File: config.mk
export PLATFORM = sky130hd
export DESIGN_NAME = uart_fifo_link
export DESIGN_NICKNAME = d
export VERILOG_FILES = /design/src/rtl/uart_fifo_link.sv
export SDC_FILE = /design/constraint.sdc
export NUM_CORES = 1
export LEC_CHECK = 0
export CORE_MARGIN = 1.5
export CORE_UTILIZATION = 45
export CTS_CLUSTER_DIAMETER = 150
export CTS_CLUSTER_SIZE = 20
export DETAILED_ROUTE_END_ITERATION = 8
export SLEW_MARGIN = 20
export SYNTH_ARGS = -nofsm -noshare
export SYNTH_HDL_FRONTEND = slang
export SYNTH_HIERARCHICAL = 1
export SYNTH_SLANG_ARGS = --single-unit
export TNS_END_PERCENT = 10
File: constraint.sdc
create_clock -name clk -period 11.6 [get_ports clk]
set_input_delay 2.32 -clock clk [delete_from_list [all_inputs] [get_ports clk]]
set_output_delay 2.32 -clock clk [all_outputs]
set_load 0.01 [all_outputs]
File: src/rtl/uart_fifo_link.sv
// rtl/uart_fifo_link.sv - parametrised full-duplex UART with RX and TX FIFOs
module uart_fifo_link_fifo #(
  parameter int W                = 8,
  parameter int DEPTH            = 16,
  parameter int PUSH_ON_FULL_POP = 1
) (
  input  logic                      clk,
  input  logic                      rst,
  input  logic                      push,
  input  logic [W-1:0]              wdata,
  input  logic                      pop,
  output logic [W-1:0]              rdata,
  output logic                      empty,
  output logic                      full,
  output logic [$clog2(DEPTH):0]    count
);
  localparam int AW = $clog2(DEPTH);

  logic [W-1:0] mem [DEPTH];
  logic [AW:0]  wr_ptr, rd_ptr, wr_ptr_d, rd_ptr_d;
  logic         do_push, do_pop, full_slot_free;

  // A full FIFO may still accept a push when the same cycle frees a slot
  always_comb begin
    do_pop         = pop & ~empty;
    full_slot_free = (PUSH_ON_FULL_POP != 0) ? do_pop : 1'b0;
    do_push        = push & (~full | full_slot_free);
    wr_ptr_d       = wr_ptr + {{AW{1'b0}}, do_push};
    rd_ptr_d       = rd_ptr + {{AW{1'b0}}, do_pop};
  end

  // Pointers and flags; flags are registered from the next pointer values
  always_ff @(posedge clk or negedge rst) begin
    if (!rst) begin
      wr_ptr <= '0;
      rd_ptr <= '0;
      empty  <= 1'b1;
      full   <= 1'b0;
      count  <= '0;
    end else begin
      wr_ptr <= wr_ptr_d;
      rd_ptr <= rd_ptr_d;
      empty  <= (wr_ptr_d == rd_ptr_d);
      full   <= (wr_ptr_d[AW-1:0] == rd_ptr_d[AW-1:0]) && (wr_ptr_d[AW] != rd_ptr_d[AW]);
      count  <= wr_ptr_d - rd_ptr_d;
    end
  end

  // Storage array, no reset needed since reads are gated by empty
  always_ff @(posedge clk) begin
    if (do_push) mem[wr_ptr[AW-1:0]] <= wdata;
  end

  assign rdata = empty ? '0 : mem[rd_ptr[AW-1:0]];
endmodule

module uart_fifo_link #(
  parameter int DATA_W       = 8,
  parameter int CLKS_PER_BIT = 868,
  parameter int FIFO_DEPTH   = 16,
  parameter int PARITY_EN    = 0,
  parameter int PARITY_ODD   = 0
) (
  input  logic                          clk,
  input  logic                          rst,
  input  logic                          rx,
  output logic                          tx,
  input  logic                          rx_rd_en,
  output logic [DATA_W-1:0]             rx_data,
  output logic                          rx_empty,
  output logic                          rx_full,
  output logic [$clog2(FIFO_DEPTH):0]   rx_count,
  input  logic                          tx_wr_en,
  input  logic [DATA_W-1:0]             tx_data,
  output logic                          tx_full,
  output logic                          tx_empty,
  output logic                          tx_busy,
  output logic                          frame_err,
  output logic                          parity_err,
  output logic                          overrun
);
  localparam int   CNT_W = $clog2(CLKS_PER_BIT);
  localparam int   BIT_W = $clog2(DATA_W);
  localparam logic [CNT_W-1:0] CNT_FULL = CNT_W'(CLKS_PER_BIT - 1);
  localparam logic [CNT_W-1:0] CNT_HALF = CNT_W'(CLKS_PER_BIT / 2 - 1);
  localparam logic [BIT_W-1:0] BIT_LAST = BIT_W'(DATA_W - 1);
  localparam logic PAR_ON  = (PARITY_EN != 0);
  localparam logic PAR_ODD = (PARITY_ODD != 0);

  typedef enum logic [2:0] {
    TX_IDLE, TX_START, TX_DATA, TX_PARITY, TX_STOP
  } tx_state_t;

  typedef enum logic [2:0] {
    RX_IDLE, RX_START, RX_DATA, RX_PARITY, RX_STOP, RX_BREAK
  } rx_state_t;

  // ---------------------------------------------------------------- TX path
  logic [DATA_W-1:0] tx_head;
  logic              tx_pop;

  uart_fifo_link_fifo #(
    .W                (DATA_W),
    .DEPTH            (FIFO_DEPTH),
    .PUSH_ON_FULL_POP (0)
  ) u_tx_fifo (
    .clk   (clk),
    .rst   (rst),
    .push  (tx_wr_en),
    .wdata (tx_data),
    .pop   (tx_pop),
    .rdata (tx_head),
    .empty (tx_empty),
    .full  (tx_full),
    .count ()
  );

  tx_state_t         tx_state_q, tx_state_d;
  logic [CNT_W-1:0]  tx_cnt_q, tx_cnt_d;
  logic [BIT_W-1:0]  tx_bit_q, tx_bit_d;
  logic [DATA_W-1:0] tx_sh_q, tx_sh_d;
  logic              tx_par_q, tx_par_d;
  logic              tx_line_d, tx_bit_end;

  // TX state register
  always_ff @(posedge clk or negedge rst) begin
    if (!rst) tx_state_q <= TX_IDLE;
    else      tx_state_q <= tx_state_d;
  end

  // TX next state, FIFO pop and next line level
  always_comb begin
    tx_state_d = tx_state_q;
    tx_cnt_d   = tx_cnt_q + 1'b1;
    tx_bit_d   = tx_bit_q;
    tx_sh_d    = tx_sh_q;
    tx_par_d   = tx_par_q;
    tx_pop     = 1'b0;
    tx_bit_end = (tx_cnt_q == CNT_FULL);
    if (tx_bit_end) tx_cnt_d = '0;
    case (tx_state_q)
      TX_IDLE: begin
        tx_cnt_d = '0;
        if (!tx_empty) begin
          tx_pop     = 1'b1;
          tx_sh_d    = tx_head;
          tx_par_d   = (^tx_head) ^ PAR_ODD;
          tx_state_d = TX_START;
        end
      end
      TX_START: begin
        if (tx_bit_end) begin
          tx_bit_d   = '0;
          tx_state_d = TX_DATA;
        end
      end
      TX_DATA: begin
        if (tx_bit_end) begin
          tx_sh_d = tx_sh_q >> 1;
          if (tx_bit_q == BIT_LAST) tx_state_d = PAR_ON ? TX_PARITY : TX_STOP;
          else                      tx_bit_d   = tx_bit_q + 1'b1;
        end
      end
      TX_PARITY: begin
        if (tx_bit_end) tx_state_d = TX_STOP;
      end
      TX_STOP: begin
        if (tx_bit_end) begin
          if (!tx_empty) begin
            tx_pop     = 1'b1;
            tx_sh_d    = tx_head;
            tx_par_d   = (^tx_head) ^ PAR_ODD;
            tx_state_d = TX_START;
          end else begin
            tx_state_d = TX_IDLE;
          end
        end
      end
      default: tx_state_d = TX_IDLE;
    endcase
    case (tx_state_d)
      TX_START:  tx_line_d = 1'b0;
      TX_DATA:   tx_line_d = tx_sh_d[0];
      TX_PARITY: tx_line_d = tx_par_d;
      default:   tx_line_d = 1'b1;
    endcase
  end

  // TX datapath and registered line/busy outputs
  always_ff @(posedge clk or negedge rst) begin
    if (!rst) begin
      tx_cnt_q <= '0;
      tx_bit_q <= '0;
      tx_sh_q  <= '0;
      tx_par_q <= 1'b0;
      tx       <= 1'b1;
      tx_busy  <= 1'b0;
    end else begin
      tx_cnt_q <= tx_cnt_d;
      tx_bit_q <= tx_bit_d;
      tx_sh_q  <= tx_sh_d;
      tx_par_q <= tx_par_d;
      tx       <= tx_line_d;
      tx_busy  <= (tx_state_d != TX_IDLE);
    end
  end

  // ---------------------------------------------------------------- RX path
  logic rx_meta, rx_sync, rx_prev;

  // Two-flop synchroniser plus previous value for falling-edge detection
  always_ff @(posedge clk or negedge rst) begin
    if (!rst) begin
      rx_meta <= 1'b1;
      rx_sync <= 1'b1;
      rx_prev <= 1'b1;
    end else begin
      rx_meta <= rx;
      rx_sync <= rx_meta;
      rx_prev <= rx_sync;
    end
  end

  rx_state_t         rx_state_q, rx_state_d;
  logic [CNT_W-1:0]  rx_cnt_q, rx_cnt_d;
  logic [BIT_W-1:0]  rx_bit_q, rx_bit_d;
  logic [DATA_W-1:0] rx_sh_q, rx_sh_d;
  logic              rx_par_q, rx_par_d;
  logic              rx_sample, rx_par_bad;
  logic              fe_d, pe_d, push_d, push_q;

  // RX state register
  always_ff @(posedge clk or negedge rst) begin
    if (!rst) rx_state_q <= RX_IDLE;
    else      rx_state_q <= rx_state_d;
  end

  // RX next state, bit sampling and frame verdict at the stop sample
  always_comb begin
    rx_state_d = rx_state_q;
    rx_cnt_d   = rx_cnt_q + 1'b1;
    rx_bit_d   = rx_bit_q;
    rx_sh_d    = rx_sh_q;
    rx_par_d   = rx_par_q;
    fe_d       = 1'b0;
    pe_d       = 1'b0;
    push_d     = 1'b0;
    rx_sample  = (rx_cnt_q == ((rx_state_q == RX_START) ? CNT_HALF : CNT_FULL));
    rx_par_bad = PAR_ON && (rx_par_q != ((^rx_sh_q) ^ PAR_ODD));
    if (rx_sample) rx_cnt_d = '0;
    case (rx_state_q)
      RX_IDLE: begin
        rx_cnt_d = '0;
        if (rx_prev && !rx_sync) rx_state_d = RX_START;
      end
      RX_START: begin
        if (rx_sample) begin
          rx_bit_d   = '0;
          rx_state_d = rx_sync ? RX_IDLE : RX_DATA;
        end
      end
      RX_DATA: begin
        if (rx_sample) begin
          rx_sh_d = {rx_sync, rx_sh_q[DATA_W-1:1]};
          if (rx_bit_q == BIT_LAST) rx_state_d = PAR_ON ? RX_PARITY : RX_STOP;
          else                      rx_bit_d   = rx_bit_q + 1'b1;
        end
      end
      RX_PARITY: begin
        if (rx_sample) begin
          rx_par_d   = rx_sync;
          rx_state_d = RX_STOP;
        end
      end
      RX_STOP: begin
        if (rx_sample) begin
          fe_d       = ~rx_sync;
          pe_d       = rx_par_bad;
          push_d     = rx_sync & ~rx_par_bad;
          rx_state_d = rx_sync ? RX_IDLE : RX_BREAK;
        end
      end
      RX_BREAK: begin
        rx_cnt_d = '0;
        if (rx_sync) rx_state_d = RX_IDLE;
      end
      default: rx_state_d = RX_IDLE;
    endcase
  end

  // RX datapath, push strobe and error pulses
  always_ff @(posedge clk or negedge rst) begin
    if (!rst) begin
      rx_cnt_q   <= '0;
      rx_bit_q   <= '0;
      rx_sh_q    <= '0;
      rx_par_q   <= 1'b0;
      push_q     <= 1'b0;
      frame_err  <= 1'b0;
      parity_err <= 1'b0;
      overrun    <= 1'b0;
    end else begin
      rx_cnt_q   <= rx_cnt_d;
      rx_bit_q   <= rx_bit_d;
      rx_sh_q    <= rx_sh_d;
      rx_par_q   <= rx_par_d;
      push_q     <= push_d;
      frame_err  <= fe_d;
      parity_err <= pe_d;
      overrun    <= push_q & rx_full & ~(rx_rd_en & ~rx_empty);
    end
  end

  uart_fifo_link_fifo #(
    .W                (DATA_W),
    .DEPTH            (FIFO_DEPTH),
    .PUSH_ON_FULL_POP (1)
  ) u_rx_fifo (
    .clk   (clk),
    .rst   (rst),
    .push  (push_q),
    .wdata (rx_sh_q),
    .pop   (rx_rd_en),
    .rdata (rx_data),
    .empty (rx_empty),
    .full  (rx_full),
    .count (rx_count)
  );
endmodule

* Word-level counts from Yosys, hierarchy flattened
Memories as Yosys holds them, arrays and structs flattened. Cells that the tools add are included.
Operators by class: $add $sub $neg 9, multiply operators 0, div/mod/pow operators 0, order comparisons 0, equality and inequality tests 34, shift operators 0, multiplexer cells 52, bitwise logic cells 13, reductions and logical operators 17
Operator list (count):
- $mux 3 | 20
- $mux 10 | 5
- $mux 8 | 5
- $ne 2x2->1 const B | 12
- $pmux 8 s3 | 1
- $add 10x1->10 const B | 2
- $add 5x1->5 | 4
- $eq 3x2->1 const B | 6
- $pmux 3 s6 | 1
- $eq 3x3->1 const B | 5
- $pmux 3 s5 | 1
- $mux 1 | 13
- $pmux 3 s2 | 2
- $eq 10x10->1 | 1
- $eq 10x10->1 const B | 1
- $eq 5x5->1 | 2
- $eq 3x1->1 const B | 3
- $eq 4x4->1 | 2
- $reduce_and 4->1 | 2
- $reduce_xor 8->1 | 1
- $reduce_and 7->1 | 1
- $add 3x1->3 const B | 2
- $and 1x1->1 | 6
- $logic_not 3->1 | 2
- 14 further kinds | 25
Storage, ports and cells: register bits after elaboration 86, bits in latches 0, bits in writable memories 256, bits in read-only memories 0, input port bits 13, output and inout port bits 22, word-level logic and storage cells 154, memories kept 2
Memories:
- u_rx_fifo.mem | words 16, width 8, read ports 1, clocked after memory_dff 0, write ports 1, RTL line 19 | logic [W-1:0] mem [DEPTH];
- u_tx_fifo.mem | words 16, width 8, read ports 1, clocked after memory_dff 0, write ports 1, RTL line 19

* Logic depth before layout (Yosys ltp)
depth after elaboration 7, mapped depth 12, mapped depth without buffers 12

* Modules after synthesis
The synthesis kept the hierarchy.
By module, submodules not included:
- uart_fifo_link_fifo at u_tx_fifo | times used 1, cells each 283, area each 5979.5 µm²
- uart_fifo_link_fifo at u_rx_fifo | times used 1, cells each 288, area each 5876.9 µm²
- uart_fifo_link | times used 1, cells each 253, area each 2781.4 µm²

* Worst setup path after synthesis
OpenSTA, ideal clock, no wires.
path type input to register, start point input port tx_wr_en, end point register u_tx_fifo/count[4] (netlist name), library setup time 0.129 ns, arrival time 4.501 ns, required time 11.471 ns, slack 6.970 ns, stages 11, buffers on the path 1, path through nor2b_1 -> ha_1 -> ha_1 -> clkbuf_1 -> xor2_1 -> ha_1 -> nor4bb_1 -> a2bb2oi_1 -> o21ai_1 -> maj3_2 -> xnor2_1
RTL lines:
- start, declared | RTL line 73 | input logic tx_wr_en,

* Final worst setup path
start point register u_rx_fifo.rd_ptr[0], end point output port rx_data[5]
Between the ends: longest elaborated chain between the ends 2
RTL lines:
- start, declared | RTL line 20 | logic [AW:0] wr_ptr, rd_ptr, wr_ptr_d, rd_ptr_d;
- start signal, assigned | RTL line 42 | rd_ptr <= rd_ptr_d;
- $mem_v2 16x8
- $mux 8 | RTL line 54 | assign rdata = empty ? '0 : mem[rd_ptr[AW-1:0]];
- end, declared | RTL line 69 | output logic [DATA_W-1:0] rx_data,
Every way passes these cells.

==> impl_metrics.json <==
{
  "vias_per_cell": 5.65,
  "finalPower_mw": 2.65,
  "cp.arrival_ps": 2900,
  "r2r-start": "tx_cnt_q[0]",
  "switching_power_mw": 0.702,
  "layout_commonest_cell": "edfxtp_1",
  "reg2regPathDepth": 10,
  "post_cts_buffers": 0,
  "postSynthAreaPerCell_um2": 17.9,
  "drc": 0,
  "worstPathRequired_ps": 9280,
  "firstDrtPassIters": 5,
  "clk_path_buf_depth": 3,
  "leakagePower_nw": 6.11,
  "hold-path-endpoint": "rx_sync",
  "setup_tns_ps": 0,
  "fillCellCount": 2522,
  "final_cell_mix": "edfxtp_1, dfrtp_1, nor2_1",
  "holdPathStages": 0,
  "rows": 65,
  "dieArea_mm2": 0.0330,
  "io_pins": 35,
  "period_needed_ps": 5220,
  "hp-class": "reg2reg",
  "ir_drop_v": 0.000128,
  "setup_viol": 0,
  "slew_violations": 0,
  "layout-drive-gt1-share": 0.124,
  "combPwrFrac": 0.172,
  "clockPowerShare": 0.275,
  "core_area_mm2": 0.0315,
  "multi_input_area_mm2": 0.00422,
  "cp_slowest_stage_delay_ps": 630,
  "path_max_fanout": 32,
  "seq_power_share": 0.553,
  "place_congestion": 0.826,
  "netlist_instances": 802,
  "fmax_mhz": 192,
  "ys.warnings.count": 6,
  "rsz0062_at_grt": "no",
  "maxCapViolations": 0,
  "tightest_slew_ps": 956,
  "critical_path.slowest_cell": "mux4_1",
  "cp-end-kind": "primary output",
  "hold_viol": 0,
  "h-tree-depth": 1,
  "vias": 7057,
  "first_global_vias": 7388,
  "start_util": 0.457,
  "area_growth_pct": 9.18,
  "antenna_cells": 0,
  "die_h_um": 182,
  "grt-ovfl-total": 0,
  "fin_crit_sh": 0.450,
  "switching_share": 0.264,
  "track_usage": 0.165,
  "cts-resized-gates": 0,
  "wl_per_cell_um": 21.3,
  "numCtsBuffers": 21,
  "grt_pass1_wl_um": 42300,
  "nets": 866,
  "syn_area_mm2": 0.0144,
  "r2r_slack_ps": 8020,
  "cts.sinks": 342,
  "die_w_um": 182,
  "clk_latency_ps": 510,
  "synth_fp_nets": 834,
  "path_cells": "buf_4 > mux4_1 > mux2i_1 > o22ai_1 > clkdlybuf4s50_1",
  "root_buffer": "clkbuf_16",
  "tritoncts": "done",
  "port_buffers": 33,
  "finClkSkew_ps": 19.4,
  "drt_iter0_drc": 391,
  "timing.slew.headroom": 0.360,
  "startpoint_type": "flop",
  "path_clk_slew_ps": 90,
  "outcome": "finished, final reports clean",
  "postCtsHoldBufs": 0,
  "hold_path_startpoint": "rx_meta",
  "grt_start_max_net_pins": 53,
  "power-per-cell-area_mw_per_mm2": 169,
  "drtAntennaViolNets": 0,
  "p_int_mw": 1.95,
  "crit_type": "reg2out",
  "detail_route.wirelength_um": 26600,
  "hpwl_um": 17400,
  "regArea_mm2": 0.00985,
  "r2r_end": "u_tx_fifo/full",
  "antenna_found_initial": 0
}
[power groups by stage]
stage                     Combinational [mW]  Clock [mW]  Sequential, mW
final                                  0.456       0.730            1.47
after detailed placement               0.457           0            1.49
after global routing                   0.500       0.797            1.48
after CTS                              0.460       0.758            1.47
after global placement                 0.445           0            1.49
after floorplan                        0.347           0            1.47
[worst max-delay path by stage]
| stage | startpoint | end | slack (ps) |
|---|---|---|---|
| final | u_rx_fifo/rd_ptr[0] | rx_data[5] | 6380 |
| after global routing | u_rx_fifo/rd_ptr[0] | rx_data[1] | 6260 |
| after CTS | u_rx_fifo/rd_ptr[0] | rx_data[3] | 6320 |
| after detailed placement | tx_wr_en | u_tx_fifo/mem[0][7] | 6630 |
| after global placement | tx_wr_en | u_tx_fifo/mem[0][6] | 6720 |
| after floorplan | rx_rd_en | u_rx_fifo/count[4] | 7530 |
[metrics by stage]
| stage | util | hold slack, ps | setup slack (ps) | std cells | instance area [um^2] |
|---|---|---|---|---|---|
| global placement | 0.478 | 346 | 6720 | 1213 | 15100 |
| detailed placement | 0.479 | 348 | 6630 | 1213 | 15100 |
| CTS | 0.498 | 361 | 6320 | 1250 | 15700 |
| finish | 0.499 | 359 | 6380 | 1250 | 15700 |
| global route | 0.499 | 363 | 6260 | 1250 | 15700 |
| floorplan | - | 345 | 7530 | 802 | 14400 |
[sequential cells by signal (all words and copies together), names as in the netlist, 8 cells and up]
signal	count
rx_cnt_q	10
rx_sh_q	8
tx_cnt_q	10
tx_sh_q	8
u_rx_fifo/mem	128
u_tx_fifo/mem	128
[worst max-delay path: cells and delay by family (launching register included)]
| kind | cells | cell delay [ps] |
|---|---|---|
| AO/OA/AOI/OAI | 1 | 140 |
| buffers and inverters | 2 | 990 |
| flip-flops | 1 | 370 |
| multiplexers | 2 | 880 |
[per-layer routing]
| layer | GRT usage | up-vias | wire [um] |
|---|---|---|---|
| li1 | - | 3193 | - |
| met1 | 0.220 | 3710 | 11600 |
| met2 | 0.290 | 120 | 13600 |
| met3 | 0.0203 | 34 | 792 |
| met4 | 0.0393 | 0 | 585 |
| met5 | 0 | - | 0 |
[final cells by class]
class,instances,share of cell area
multi-input cells,397,0.269
repair buffers,45,0.0266
well taps,402,0.0320
inverters,27,0.00646
clock buffers,36,0.0371
flip-flops and latches,342,0.628
clock inverters,1,0.00128
(Power assumes the default switching activity.)
